## src/rtl/xcr_trap_seq.sv

```systemverilog
// rtl/xcr_trap_seq.sv - interrupt trap entry/return sequencer with EPC/TCNT control registers
//
// Purpose: detects a pending interrupt, waits for an instruction boundary,
// saves the return PC (EPC), redirects fetch to the vector, and on eret
// redirects back to EPC. Software can read/write EPC and read/clear TCNT.
//
// Ports:
//   clk, rst            clock, asynchronous active-low reset
//   INT, IVEC_ADDR      interrupt request level and its vector address
//   pc_cur              address of the next instruction to execute
//   instr_boundary      CPU may be redirected this cycle
//   eret                return-from-interrupt retired (pulse)
//   stall_req           hold fetch
//   pc_load, pc_target  PC redirect pulse and address (target is 0 when idle)
//   int_ack             pulse on trap entry
//   in_handler          handler active, INT masked
//   cr_din/cr_dout/cr_adr/cr_we/cr_cs  control-register port

module xcr_trap_seq (
    input  logic        clk,
    input  logic        rst,
    input  logic        INT,
    input  logic [23:0] IVEC_ADDR,
    input  logic [23:0] pc_cur,
    input  logic        instr_boundary,
    input  logic        eret,
    output logic        stall_req,
    output logic        pc_load,
    output logic [23:0] pc_target,
    output logic        int_ack,
    output logic        in_handler,
    input  logic [7:0]  cr_din,
    output logic [7:0]  cr_dout,
    input  logic [2:0]  cr_adr,
    input  logic        cr_we,
    input  logic        cr_cs
);

    typedef enum logic [2:0] {
        S_IDLE    = 3'd0,
        S_ARM     = 3'd1,
        S_JUMP    = 3'd2,
        S_HANDLER = 3'd3,
        S_RET     = 3'd4
    } state_t;

    state_t      r_state;
    state_t      w_state_nxt;
    logic [23:0] r_epc;
    logic [23:0] r_vec;
    logic [7:0]  r_tcnt;
    logic        w_capture;
    logic        w_cr_wr;
    logic [2:0]  w_state_code;

    assign w_cr_wr      = cr_cs & cr_we;
    assign w_state_code = r_state;

    always_ff @(posedge clk or negedge rst) begin
        if (!rst) begin
            r_state <= S_IDLE;
        end else begin
            r_state <= w_state_nxt;
        end
    end

    // Outputs are a pure decode of the current state, so an asynchronous
    // reset drops every redirect/stall output in the same instant.
    always_comb begin
        w_state_nxt = r_state;
        w_capture   = 1'b0;
        stall_req   = 1'b0;
        pc_load     = 1'b0;
        pc_target   = 24'h000000;
        int_ack     = 1'b0;
        in_handler  = 1'b0;
        case (r_state)
            S_IDLE: begin
                if (INT) begin
                    w_state_nxt = S_ARM;
                end
            end
            S_ARM: begin
                stall_req = 1'b1;
                if (!INT) begin
                    // request withdrawn before a boundary: nothing captured
                    w_state_nxt = S_IDLE;
                end else if (instr_boundary) begin
                    w_capture   = 1'b1;
                    w_state_nxt = S_JUMP;
                end
            end
            S_JUMP: begin
                stall_req   = 1'b1;
                pc_load     = 1'b1;
                pc_target   = r_vec;
                int_ack     = 1'b1;
                in_handler  = 1'b1;
                w_state_nxt = S_HANDLER;
            end
            S_HANDLER: begin
                in_handler = 1'b1;
                if (eret) begin
                    w_state_nxt = S_RET;
                end
            end
            S_RET: begin
                stall_req   = 1'b1;
                pc_load     = 1'b1;
                pc_target   = r_epc;
                in_handler  = 1'b1;
                w_state_nxt = S_IDLE;
            end
            default: begin
                w_state_nxt = S_IDLE;
            end
        endcase
    end

    // Hardware capture takes priority over a same-cycle software byte write
    // so the saved return address is never a mix of old and new bytes.
    always_ff @(posedge clk or negedge rst) begin
        if (!rst) begin
            r_epc <= 24'h000000;
        end else if (w_capture) begin
            r_epc <= pc_cur;
        end else if (w_cr_wr) begin
            case (cr_adr)
                3'd0:    r_epc[7:0]   <= cr_din;
                3'd1:    r_epc[15:8]  <= cr_din;
                3'd2:    r_epc[23:16] <= cr_din;
                default: r_epc        <= r_epc;
            endcase
        end
    end

    always_ff @(posedge clk or negedge rst) begin
        if (!rst) begin
            r_vec <= 24'h000000;
        end else if (w_capture) begin
            r_vec <= IVEC_ADDR;
        end
    end

    // A software clear beats the entry increment in the same cycle.
    always_ff @(posedge clk or negedge rst) begin
        if (!rst) begin
            r_tcnt <= 8'h00;
        end else if (w_cr_wr && (cr_adr == 3'd4)) begin
            r_tcnt <= 8'h00;
        end else if ((r_state == S_JUMP) && (r_tcnt != 8'hFF)) begin
            r_tcnt <= r_tcnt + 8'd1;
        end
    end

    // Read decode ignores cr_cs.
    always_comb begin
        cr_dout = 8'h00;
        case (cr_adr)
            3'd0:    cr_dout = r_epc[7:0];
            3'd1:    cr_dout = r_epc[15:8];
            3'd2:    cr_dout = r_epc[23:16];
            3'd3:    cr_dout = {in_handler, 4'b0000, w_state_code};
            3'd4:    cr_dout = r_tcnt;
            default: cr_dout = 8'h00;
        endcase
    end

endmodule

```

## config.mk

```make
export PLATFORM = sky130hd
export DESIGN_NAME = xcr_trap_seq
export DESIGN_NICKNAME = d
export VERILOG_FILES = /design/src/rtl/xcr_trap_seq.sv
export SDC_FILE = /design/constraint.sdc
export NUM_CORES = 1
export LEC_CHECK = 0
export BUFFER_PORTS_ARGS = -buffer_cell sky130_fd_sc_hd__buf_2
export CAP_MARGIN = 40
export CORE_UTILIZATION = 25
export DETAILED_ROUTE_END_ITERATION = 10
export GPL_ROUTABILITY_DRIVEN = 1
export SLEW_MARGIN = 10
export SYNTH_ARGS = -nofsm -noshare
export SYNTH_HDL_FRONTEND = slang
export SYNTH_SLANG_ARGS = --single-unit
export TNS_END_PERCENT = 1
```

## constraint.sdc

```tcl
create_clock -name clk -period 5 [get_ports clk]
set_clock_uncertainty 0.05 [all_clocks]
set_input_delay 0.5 -clock clk [delete_from_list [all_inputs] [get_ports clk]]
set_output_delay 0.5 -clock clk [all_outputs]
set_load 0.03 [all_outputs]
```

Word-level counts from Yosys, hierarchy flattened
Index checks and enable logic that the tools add are counted.
- bits in registers: 59
- latch bits: 0
- bits in writable memories: 0
- ROM bits: 0
- input bits: 66
- output and inout port bits: 36
- word-level logic and storage cells: 57
- memories: 0
- $add $sub $neg: 1
- $mul: 0
- divide/modulo/power cells: 0
- $lt $le $gt $ge: 0
- equality and inequality tests: 12
- shift operators: 0
- mux-type cells: 21
- bitwise gates (word level): 1
- reduce and logical (&&, ||, !) cells: 16
- operators by type and width (kind ; number):
    24-bit two-way mux ; 2
    24-bit case mux with 2 select lines ; 1
    8-bit two-way mux ; 5
    8-bit case mux with 5 select lines ; 1
    3-bit by 2-bit == test with 1-bit output, second input constant ; 4
    3-bit two-way mux ; 4
    3-bit case mux with 4 select lines ; 1
    2-bit nonzero test ; 5
    8-bit by 1-bit adder with 8-bit output, second input constant ; 1
    8-bit != test, second input constant ; 1
    1-bit two-way mux ; 7
    3-bit by 1-bit == test with 1-bit output, second input constant ; 2
    3-bit == test, second input constant ; 2
    3-bit logical NOT ; 2
    2-bit AND reduction ; 3
    3-bit OR reduction ; 2
    2-bit != test, second input constant ; 2
    3-bit != test, second input constant ; 1
    3-bit AND reduction ; 1
    1-bit logical AND ; 2
    2-bit OR reduction ; 1
    1-bit AND ; 1

Depth between registers and ports, before layout
Gate-level depths: netlist of the first run.
- word-level depth: 5
- mapped depth: 6
- gate-level depth less buffers: 4

Worst setup path before layout of the first run
No wires, ideal clock.
- path type: input -> output
- start: input cr_adr[0]
- end: output cr_dout[4]
- data arrival time: 1.806 ns
- data required time: 4.450 ns
- slack: 2.644 ns
- cell stages on the path: 4
- path buffers: 2
- cells stage by stage: buf_2 -> clkbuf_1 -> nand2_1 -> o32ai_1
- longest elaborated chain between the ends: 2
- elaborated cells between the ends (all ways): 6
- RTL lines (what ; line ; text):
    start, declared ; 34 ; input logic [2:0] cr_adr,
    3-bit == test (tied with other cells) ; 159 ; case (cr_adr)
    8-bit case mux with 5 select lines (*) ; 159 ;
    end, declared ; 33 ; output logic [7:0] cr_dout,
Every way passes the cells marked *; elsewhere a longest branch is shown, timed or not.

Final worst setup path of the first run
- start: input cr_adr[1]
- end: output cr_dout[0]
The elaborated chain is that of the path after synthesis.

==> impl_results.md, run 1 <==
* Worst-path fanout max at 31
* Vias in the first global route at 3195
* Inserted Clock Buffers at 9
* Sequential share of the synthesized area at 43.6%
* Final setup viols at 0
* Largest delay share family, worst path: buffers and inverters
* Crit path buf inv count at 3
* Antenna violations before repair at 0
* Starting density of the core at 25.6%
* PortBufs at 101
* Placed Cells at 586
* Max rail drop VDD at 0.000214 V
* Most used cell, CP: buf_2
* WP data arrival at 2480 ps
* Period utilization at 60.5%
* Max cap viols at 0
* Yosys cell types at 55
* Area of the core at 13200 µm²
* Via density at 5.35
* Largest net degree at the start of global routing at 60
* Worst Reg-to-Reg Cells at 4
* Status: finished clean
* Worst relative slew slack at 44.8%
* Reg2reg start: r_state[1]$_DFFE_PN0P_
* Fmax at 0.331 GHz
* Post-Syn Nets at 401
* Most frequent cells in the layout: buf_2, dfrtp_1, mux2_2, o21ai_0, a31oi_1
* Hpwl dp at 8270 µm
* Layout net count at 488
* Die height at 118 µm
* # DRC at 0
* GR Util All Layers at 16.6%
* WL per Instance at 18.6 µm
* Clk sink count at 59
* Syn Std Cell Area at 3390 µm²
* Worst path max stage delay at 770 ps
* Critical Path Source: cr_adr[1]
* Post-route setup slack at 1970 ps
* Root Buffer: clkbuf_16
* Rows at 42
* Setup Fix Bufs, Post-CTS at 0
* #FFs+latches synth at 59
* Worst-skew pair later-pin latency at 330 ps
* Slowest CP cell: clkinv_1
* Reg clk slew, reported paths at 50 ps
* Warnings, synthesis at 0
* Minimum clock period after layout at 3030 ps
* Share of cells above drive strength 1 at 37.1%
* CP Class: primary input to primary output
* Pleak at 1.89 nW
* Largest cells by area after synthesis: dfrtp_1, mux2_2, a22o_1
* Worst Setup Start Kind: primary input
* Drt pass-1 iters at 6
* Mapped Avg Cell Area at 10.1 µm²
* Post-synth top area share at 43.6%
* Post-route ant nets at 0
* Final GP Congestion at 0.827
* CP Depth at 5
* Max-slew violations at 0
* Post-synth top flop: dfrtp_1
* EDFF count, synth at 0
* Data required time of the worst path at 4450 ps
* Final Hold Fails at 0
* Crit path capture type: primary output
* Syn Inst Count at 334
* Worst-path cell chain: buf_2 > clkinv_1 > a22oi_1 > o22ai_1 > buf_2
* RSZ-0062 raised after global routing: no
* Synth async-reset ratio at 100%
* Worst-Margin Slew at 828 ps
* Congestion Overflow GR at 0
* Total power at 2.54 mW
* Antenna cells at 0
* Non-Filler Instances at 602
* Io pins at 102
* Routed vias at 3221
* Initial DRC Count at 213
* CTS tree: built
* Post-CTS Hold Buffers at 0
* First-pass GRT wire length at 17600 µm
* Post-Route WL at 11200 µm
* Quantity of gates resized following cts at 0
* DIE WIDTH at 118 µm
* Pre-CTS setup slack at 2030 ps
* Hold WC Path Type: primary input to asynchronous set/reset pin
* Area Growth Syn to Fin at 27.5%
* PwrDens at 589 nW/µm²
* Die area at 14000 µm²
* Commonest non-fill, non-tap cell in the layout: buf_2
* Setup Total Neg Slack at 0 ps
* H-tree Lvls at 3
* Area leader, netlist: dfrtp_1
* Clock tree buffer depth at 2
[cell type report]
class / count / area [µm²]
sequential: 59 / 1480
fill: 1418 / 8920
clock buffer: 10 / 229
clock inverter: 6 / 80.1
multi-input combinational: 240 / 1740
inverter: 4 / 20.0
timing repair buffer: 107 / 554
tap: 176 / 220
[metal layers]
layer	wire [µm]	GRT usage, %	share of wire (%)
met5	0	0	0
met4	220	6.72	2.0
met3	819	4.68	7.3
met2	5150	25.5	46
met1	5030	22.0	45
[registers in the layout, summed over array words and instances, names as in the netlist]
name / cells
r_epc: 24
r_vec: 24
r_tcnt: 8
r_state: 3
[per-stage QoR]
| stage | area [µm²] | hold slack [ps] | utilization (%) |
|---|---|---|---|
| 2_1_floorplan | 3390 | 154 | - |
| 3_3_place_gp | 4000 | 441 | 30.2 |
| 3_5_place_dp | 4010 | 446 | 30.3 |
| 4_1_cts | 4320 | 318 | 32.6 |
| 5_1_grt | 4320 | 338 | 32.6 |
| 6_report | 4320 | 281 | 32.6 |
[kinds of logic (layout without fill, tap and decap cells)]
| kind of cell | Yosys count | count (layout) | synth area share (%) |
|---|---|---|---|
| compound gates | 110 | 110 | 22.8 |
| xor+xnor | 1 | 1 | 0.259 |
| fa+ha+maj | 1 | 1 | 0.369 |
| buf+inv | 35 | 127 | 5.28 |
| flops | 59 | 59 | 43.6 |
| mux | 38 | 38 | 12.3 |
| simple gates | 90 | 90 | 15.5 |
[power breakdown]
part | total [mW] | internal [mW] | switching [mW]
Clock | 0.650 | 0.432 | 0.218
Sequential | 0.948 | 0.713 | 0.236
Combinational | 0.945 | 0.389 | 0.556
Total | 2.54 | 1.53 | 1.01
[cell usage after synthesis, types with 2 or more instances]
| cell | count |
|---|---|
| a211oi_1 | 4 |
| a21oi_1 | 3 |
| a22o_1 | 24 |
| a22oi_1 | 5 |
| a2bb2oi_1 | 3 |
| a31oi_1 | 26 |
| a41oi_1 | 2 |
| and3_1 | 5 |
| buf_2 | 9 |
| buf_4 | 3 |
| clkbuf_1 | 16 |
| dfrtp_1 | 59 |
| inv_1 | 2 |
| mux2_2 | 28 |
| mux2i_1 | 10 |
| nand2_1 | 8 |
| nand2b_1 | 3 |
| nand3_1 | 18 |
| nand4_1 | 9 |
| nor2_1 | 5 |
| nor2b_1 | 2 |
| nor3_1 | 25 |
| o2111a_1 | 2 |
| o21ai_0 | 28 |
| o22ai_1 | 3 |
| o2bb2ai_1 | 2 |
| o32ai_1 | 2 |
[worst paths after layout]
| check | endpoint | slack [ps] |
|---|---|---|
| max in group asynchronous | r_vec[11]$_DFFE_PN0N_ | 4100 |
| setup reg to reg | r_vec[9]$_DFFE_PN0N_ | 2440 |
| hold reg to reg | r_vec[17]$_DFFE_PN0N_ | 450 |
| min in group clk | r_vec[20]$_DFFE_PN0N_ | 350 |
| setup / recovery | cr_dout[0] | 1970 |
| hold / removal | r_vec[5]$_DFFE_PN0N_ | 280 |
(Power assumes the default switching activity.)
==> inputs of run 2 (changes only) <==
==> constraint.sdc (replaced) <==
create_clock -name clk -period 3.1 [get_ports clk]
set_clock_uncertainty 0.05 [all_clocks]
set_input_delay 0.31 -clock clk [delete_from_list [all_inputs] [get_ports clk]]
set_output_delay 0.31 -clock clk [all_outputs]
set_load 0.03 [all_outputs]
==> run 2 against run 1 <==
Critical path depth down 1. Global-route usage up 0.21 points. Design area about the same. Register-to-register slack worse by 1500 ps. Die area unchanged. Non-clock buffer count up 4. First-iteration DRC count up 1.9%. Final cell count up 0.66%. Hold slack worse by 120 ps. Flip-flop and latch count unchanged. Clock power up 38%. Critical path type is now register to primary output. Critical endpoint is now cr_dout[7]. Largest cell class unchanged. Largest power group unchanged. Highest routed layer unchanged.
==> impl_results.md, run 2 (synthesis gave the netlist of run 1 again) <==
* Non-Filler Instances at 606
* CP Class: register to primary output
* Root Buffer: clkbuf_16
* Worst Hold Path EP: r_vec[3]$_DFFE_PN0N_
* Max cap viols at 0
* Reg clk slew, reported paths at 60 ps
* Worst-skew pair later-pin latency at 330 ps
* Most frequent cells in the layout: buf_2, dfrtp_1, mux2_2, o21ai_0, a31oi_1
* Worst Setup Start Kind: register
* Worst-path fanout max at 8
* Status: finished clean
* Die area at 14000 µm²
* Inserted Clock Buffers at 9
* Crit path capture type: primary output
* Fmax at 0.420 GHz
* PortBufs at 101
* Starting density of the core at 25.6%
* CTS tree: built
* Worst relative slew slack at 45.0%
* Worst Reg-to-Reg Cells at 3
* Congestion Overflow GR at 0
* Hold WC Path Type: primary input to register
* WL per Instance at 18.7 µm
* DIE WIDTH at 118 µm
* WP data arrival at 2020 ps
* Routed vias at 3279
* Max-slew violations at 0
* Post-Route WL at 11400 µm
* Worst-Margin Slew at 825 ps
* First-pass GRT wire length at 18100 µm
* Regs by FF count: r_epc: 24 flops, r_vec: 24 flops, r_tcnt: 8 flops
* Initial DRC Count at 217
* Reg2reg start: r_state[1]$_DFFE_PN0P_
* Placed Cells at 589
* Clk sink count at 59
* Via density at 5.41
* Hold Path Origin: IVEC_ADDR[3]
* Layout net count at 492
* GR Util All Layers at 16.8%
* Minimum clock period after layout at 2380 ps
* Share of cells above drive strength 1 at 37.7%
* Final setup viols at 0
* Drt pass-1 iters at 4
* RSZ-0062 raised after global routing: no
* Antenna cells at 0
* # DRC at 0
* R2r endpoint: r_epc[4]$_DFFE_PN0P_
* Crit path buf inv count at 1
* Period utilization at 76.8%
* Slowest CP cell: or3b_2
* Io pins at 102
* Hpwl dp at 8570 µm
* Quantity of gates resized following cts at 0
* Final Hold Fails at 0
* PwrDens at 918 nW/µm²
* Antenna violations before repair at 0
* Final GP Congestion at 0.827
* Worst path max stage delay at 570 ps
* Rows at 42
* H-tree Lvls at 3
* Vias in the first global route at 3323
* Clock tree buffer depth at 2
* Max rail drop VDD at 0.000291 V
* Worst-path cell chain: or3b_2 > a211o_1 > o211ai_1 > buf_2
* Area Growth Syn to Fin at 27.5%
* Die height at 118 µm
* Pleak at 1.88 nW
* Setup Total Neg Slack at 0 ps
* WHS Path Cells at 2
* Commonest non-fill, non-tap cell in the layout: buf_2
* Finished layout cell area at 4320 µm²
* Post-CTS Hold Buffers at 1
* Largest delay share family, worst path: simple AND/OR/NAND/NOR gates
* Setup Fix Bufs, Post-CTS at 0
* Area post-placement at 4040 µm²
* R2R Setup Slk at 990 ps
* Largest net degree at the start of global routing at 37
* Data required time of the worst path at 2740 ps
* Post-route ant nets at 0
* Area of the core at 13200 µm²
* Worst hold margin at 156 ps
==> run 2: cell count changes in the layout (fill, tap and decap cells not counted) <==
cell	before	now
clkinvlp_4	0	4
buf_4	5	8
bufinv_16	2	0
buf_12	0	1
buf_6	1	0
clkbuf_1	1	0
clkinv_2	4	3
dlygate4sd3_1	0	1
==> run 2: final cells by class <==
cell class	count	area (µm²)
Timing Repair Buffer	111	596
Tap cell	176	220
Clock inverter	7	45.0
Clock buffer	9	225
Fill cell	1409	8920
Multi-Input combinational cell	240	1740
Sequential cell	59	1480
Inverter	4	20.0
==> run 2: worst max-delay path by stage <==
stage / startpoint / end / cells past startpoint
global placement: cr_adr[1] / cr_dout[7] / 5
finish: r_state[0]$_DFFE_PN0P_ / cr_dout[7] / 4
CTS: r_state[1]$_DFFE_PN0P_ / pc_target[2] / 4
floorplan: cr_adr[0] / cr_dout[4] / 4
detailed placement: cr_adr[1] / cr_dout[6] / 5
global route: r_state[1]$_DFFE_PN0P_ / pc_target[23] / 4
==> run 2: per-stage QoR <==
stage / util, % / total power [mW] / setup WS (ps)
4_1_cts: 32.6 / 4.00 / 708
3_3_place_gp: 30.4 / 3.04 / 961
3_5_place_dp: 30.5 / 3.09 / 903
5_1_grt: 32.6 / 4.21 / 637
2_1_floorplan: - / 2.56 / 1120
6_report: 32.6 / 3.97 / 719
==> run 2: routing by layer <==
metal / up-vias / global-route usage [%] / wire length [µm]
li1: 1491 / - / -
met1: 1628 / 22.6 / 4940
met2: 151 / 26.3 / 5400
met3: 9 / 4.73 / 867
met4: 0 / 5.14 / 146
met5: - / 0 / 0
==> run 2: power breakdown <==
group	internal [mW]	switching, mW	total, mW
Clock	0.535	0.365	0.900
Combinational	0.634	0.887	1.52
Sequential	1.15	0.397	1.55
Total	2.32	1.65	3.97
==> inputs of run 3 (changes only) <==
--- a/config.mk
+++ b/config.mk
@@ -5,6 +5,7 @@
 export SDC_FILE = /design/constraint.sdc
 export NUM_CORES = 1
 export LEC_CHECK = 0
+export ABC_AREA = 1
 export BUFFER_PORTS_ARGS = -buffer_cell sky130_fd_sc_hd__buf_2
 export CAP_MARGIN = 40
 export CORE_UTILIZATION = 25
==> constraint.sdc (replaced) <==
create_clock -name clk -period 2.2 [get_ports clk]
set_clock_uncertainty 0.05 [all_clocks]
set_input_delay 0.22 -clock clk [delete_from_list [all_inputs] [get_ports clk]]
set_output_delay 0.22 -clock clk [all_outputs]
set_load 0.03 [all_outputs]
==> run 3 against run 2 <==
Final cell count increased by 27%. Sequential share of layout area decreased by 0.11 points. Combinational power increased by 17%. Flip-flop and latch count unchanged. Area after synthesis decreased by 2.1%. Non-clock buffer count decreased by 4. Synthesized cell count increased by 45%. Total power increased by 30%. Critical path type unchanged. Largest cell class unchanged. Highest routed layer unchanged.
==> impl_results.md, run 3 <==
* Commonest non-fill, non-tap cell in the layout: nand2_1
* WP data arrival at 1770 ps
* Root Buffer: clkbuf_16
* Io pins at 102
* Status: finished clean
* Hpwl dp at 8300 µm
* EDFF count, synth at 0
* Worst-Margin Slew at 491 ps
* Period utilization at 92.6%
* Yosys cell types at 26
* Post-route ant nets at 0
* Max rail drop VDD at 0.000400 V
* Synth top cells by count: nand2_1, dfrtp_1, inv_1
* Post-Route WL at 10700 µm
* Inserted Clock Buffers at 9
* Fillers at 1415
* Post-Syn Nets at 552
* Warnings, synthesis at 0
* Drt pass-1 iters at 4
* # DRC at 0
* Most frequent cells in the layout: nand2_1, buf_2, dfrtp_1
* First-pass GRT wire length at 16700 µm
* H-tree Lvls at 3
* Via density at 4.40
* Largest net degree at the start of global routing at 60
* Critical Path Source: r_state[0]$_DFFE_PN0P_
* Reg2reg start: r_state[1]$_DFFE_PN0P_
* Pleak at 2.34 nW
* Worst Reg-to-Reg Cells at 7
* Area leader, netlist: dfrtp_1
* Setup Fix Bufs, Post-CTS at 0
* Worst Setup Start Kind: register
* Placed Cells at 750
* Setup Total Neg Slack at 0 ps
* Final setup viols at 0
* Starting density of the core at 26.0%
* CTS tree: built
* WL per Instance at 13.9 µm
* Rows at 41
* Die height at 117 µm
* Hold WC Path Type: primary input to register
* #FFs+latches synth at 59
* Initial DRC Count at 163
* Syn Std Cell Area at 3320 µm²
* Die area at 13700 µm²
* GR Util All Layers at 16.7%
* Final GP Congestion at 0.879
* Worst-skew pair later-pin latency at 330 ps
* Clk sink count at 59
* PwrDens at 1190 nW/µm²
* Post-synth top area share at 44.5%
* DIE WIDTH at 117 µm
* Crit path capture type: primary output
* R2R Setup Slk at 490 ps
* Layout net count at 657
* Final Hold Fails at 0
* RSZ-0062 raised after global routing: no
* Vias in the first global route at 3203
* Post-Route Utilization at 33.9%
* Data required time of the worst path at 1930 ps
* Mapped Avg Cell Area at 6.84 µm²
* Antenna cells at 0
* Count leader, synth: nand2_1
* Share of cells above drive strength 1 at 23.0%
* Minimum clock period after layout at 2040 ps
* Reg clk slew, reported paths at 50 ps
* Area Growth Syn to Fin at 30.8%
* Largest cells by area after synthesis: dfrtp_1, nand2_1, inv_1
* Worst-path fanout max at 26
* Routed vias at 3374
* Sequential share of the synthesized area at 44.5%
* Non-Filler Instances at 767
* Worst relative slew slack at 67.2%
* Syn Inst Count at 485
* Seq. cell area at 1480 µm²
* Post-synth top flop: dfrtp_1
* Antenna violations before repair at 0
* CP Class: register to primary output
* Fmax at 0.491 GHz
* Max cap viols at 0
* Area of the core at 12800 µm²
* Crit path capture: pc_target[7]
* PortBufs at 101
* R2r endpoint: r_epc[6]$_DFFE_PN0P_
* Congestion Overflow GR at 0
* Clock tree buffer depth at 2
* Max-slew violations at 0
* Synth async-reset ratio at 100%
* Regs by FF count: r_epc: 24 flops, r_vec: 24 flops, r_tcnt: 8 flops
* Combined area of the multi-input logic cells at 1550 µm²
## run 3: where the power goes
group | total (mW) | internal (mW) | switching, mW
Clock | 1.44 | 0.940 | 0.495
Combinational | 1.78 | 0.546 | 1.23
Sequential | 1.95 | 1.55 | 0.395
## run 3: how the worst min path moves through the flow
stage | from | to | depth (start not counted)
2_1_floorplan | rst | r_epc[0]$_DFFE_PN0P_ | 0
5_1_grt | IVEC_ADDR[13] | r_vec[13]$_DFFE_PN0N_ | 3
4_1_cts | IVEC_ADDR[4] | r_vec[4]$_DFFE_PN0N_ | 3
3_3_place_gp | rst | r_state[1]$_DFFE_PN0P_ | 2
6_report | IVEC_ADDR[6] | r_vec[6]$_DFFE_PN0N_ | 3
3_5_place_dp | rst | r_vec[23]$_DFFE_PN0N_ | 2
## run 3: area by class of cell
type	instances	share of cell area [%]
tap	172	4.96
sequential	59	34.1
clock buffer	13	6.00
inverter	57	5.05
multi-input combinational	356	35.8
timing repair buffer	107	13.0
clock inverter	3	1.07
## run 3: what timing repair did
| action | CTS | global route |
|---|---|---|
| hold buffers | 1 | 0 |
| hold endpoints to repair | 59 | 0 |
| setup endpoints to repair | 0 | 24 |
| resized for setup | 0 | 3 |
## run 3: through the flow
| stage | cell area [µm²] | hold slack (ps) | worst slack (ps) | power (mW) |
|---|---|---|---|---|
| floorplan | 3320 | -126 | 356 | 3.07 |
| CTS | 4330 | 20.2 | 0.120 | 5.21 |
| detailed placement | 4010 | 209 | 368 | 3.74 |
| global placement | 4010 | 214 | 370 | 3.73 |
| global route | 4340 | 46.2 | 15.5 | 5.53 |
| finish | 4340 | 36.3 | 164 | 5.16 |
## run 3: cell families after synthesis
logic type | count (synthesis) | share of synthesized area [%]
buffers and inverters | 70 | 8.64
XOR/XNOR | 3 | 0.793
flip-flops | 59 | 44.5
AO/OA/AOI/OAI | 45 | 7.51
adder cells (fa/ha/maj) | 1 | 0.377
AND/OR/NAND/NOR | 307 | 38.2
## run 3: per-layer routing
metal | vias to the layer above | global-route usage, % | part of all wire, %
li1 | 1715 | - | -
met1 | 1529 | 21.3 | 45
met2 | 107 | 26.6 | 46
met3 | 23 | 4.02 | 5.7
met4 | 0 | 8.19 | 3.3
met5 | - | 0 | 0
## run 3: worst max-delay path, cell delays in order, from the launching register on
cell	delay, ps
dfrtp_1	440
nor2_1	170
nand2_2	150
inv_6	200
nand2_1	70
o21ai_0	120
buf_2	260
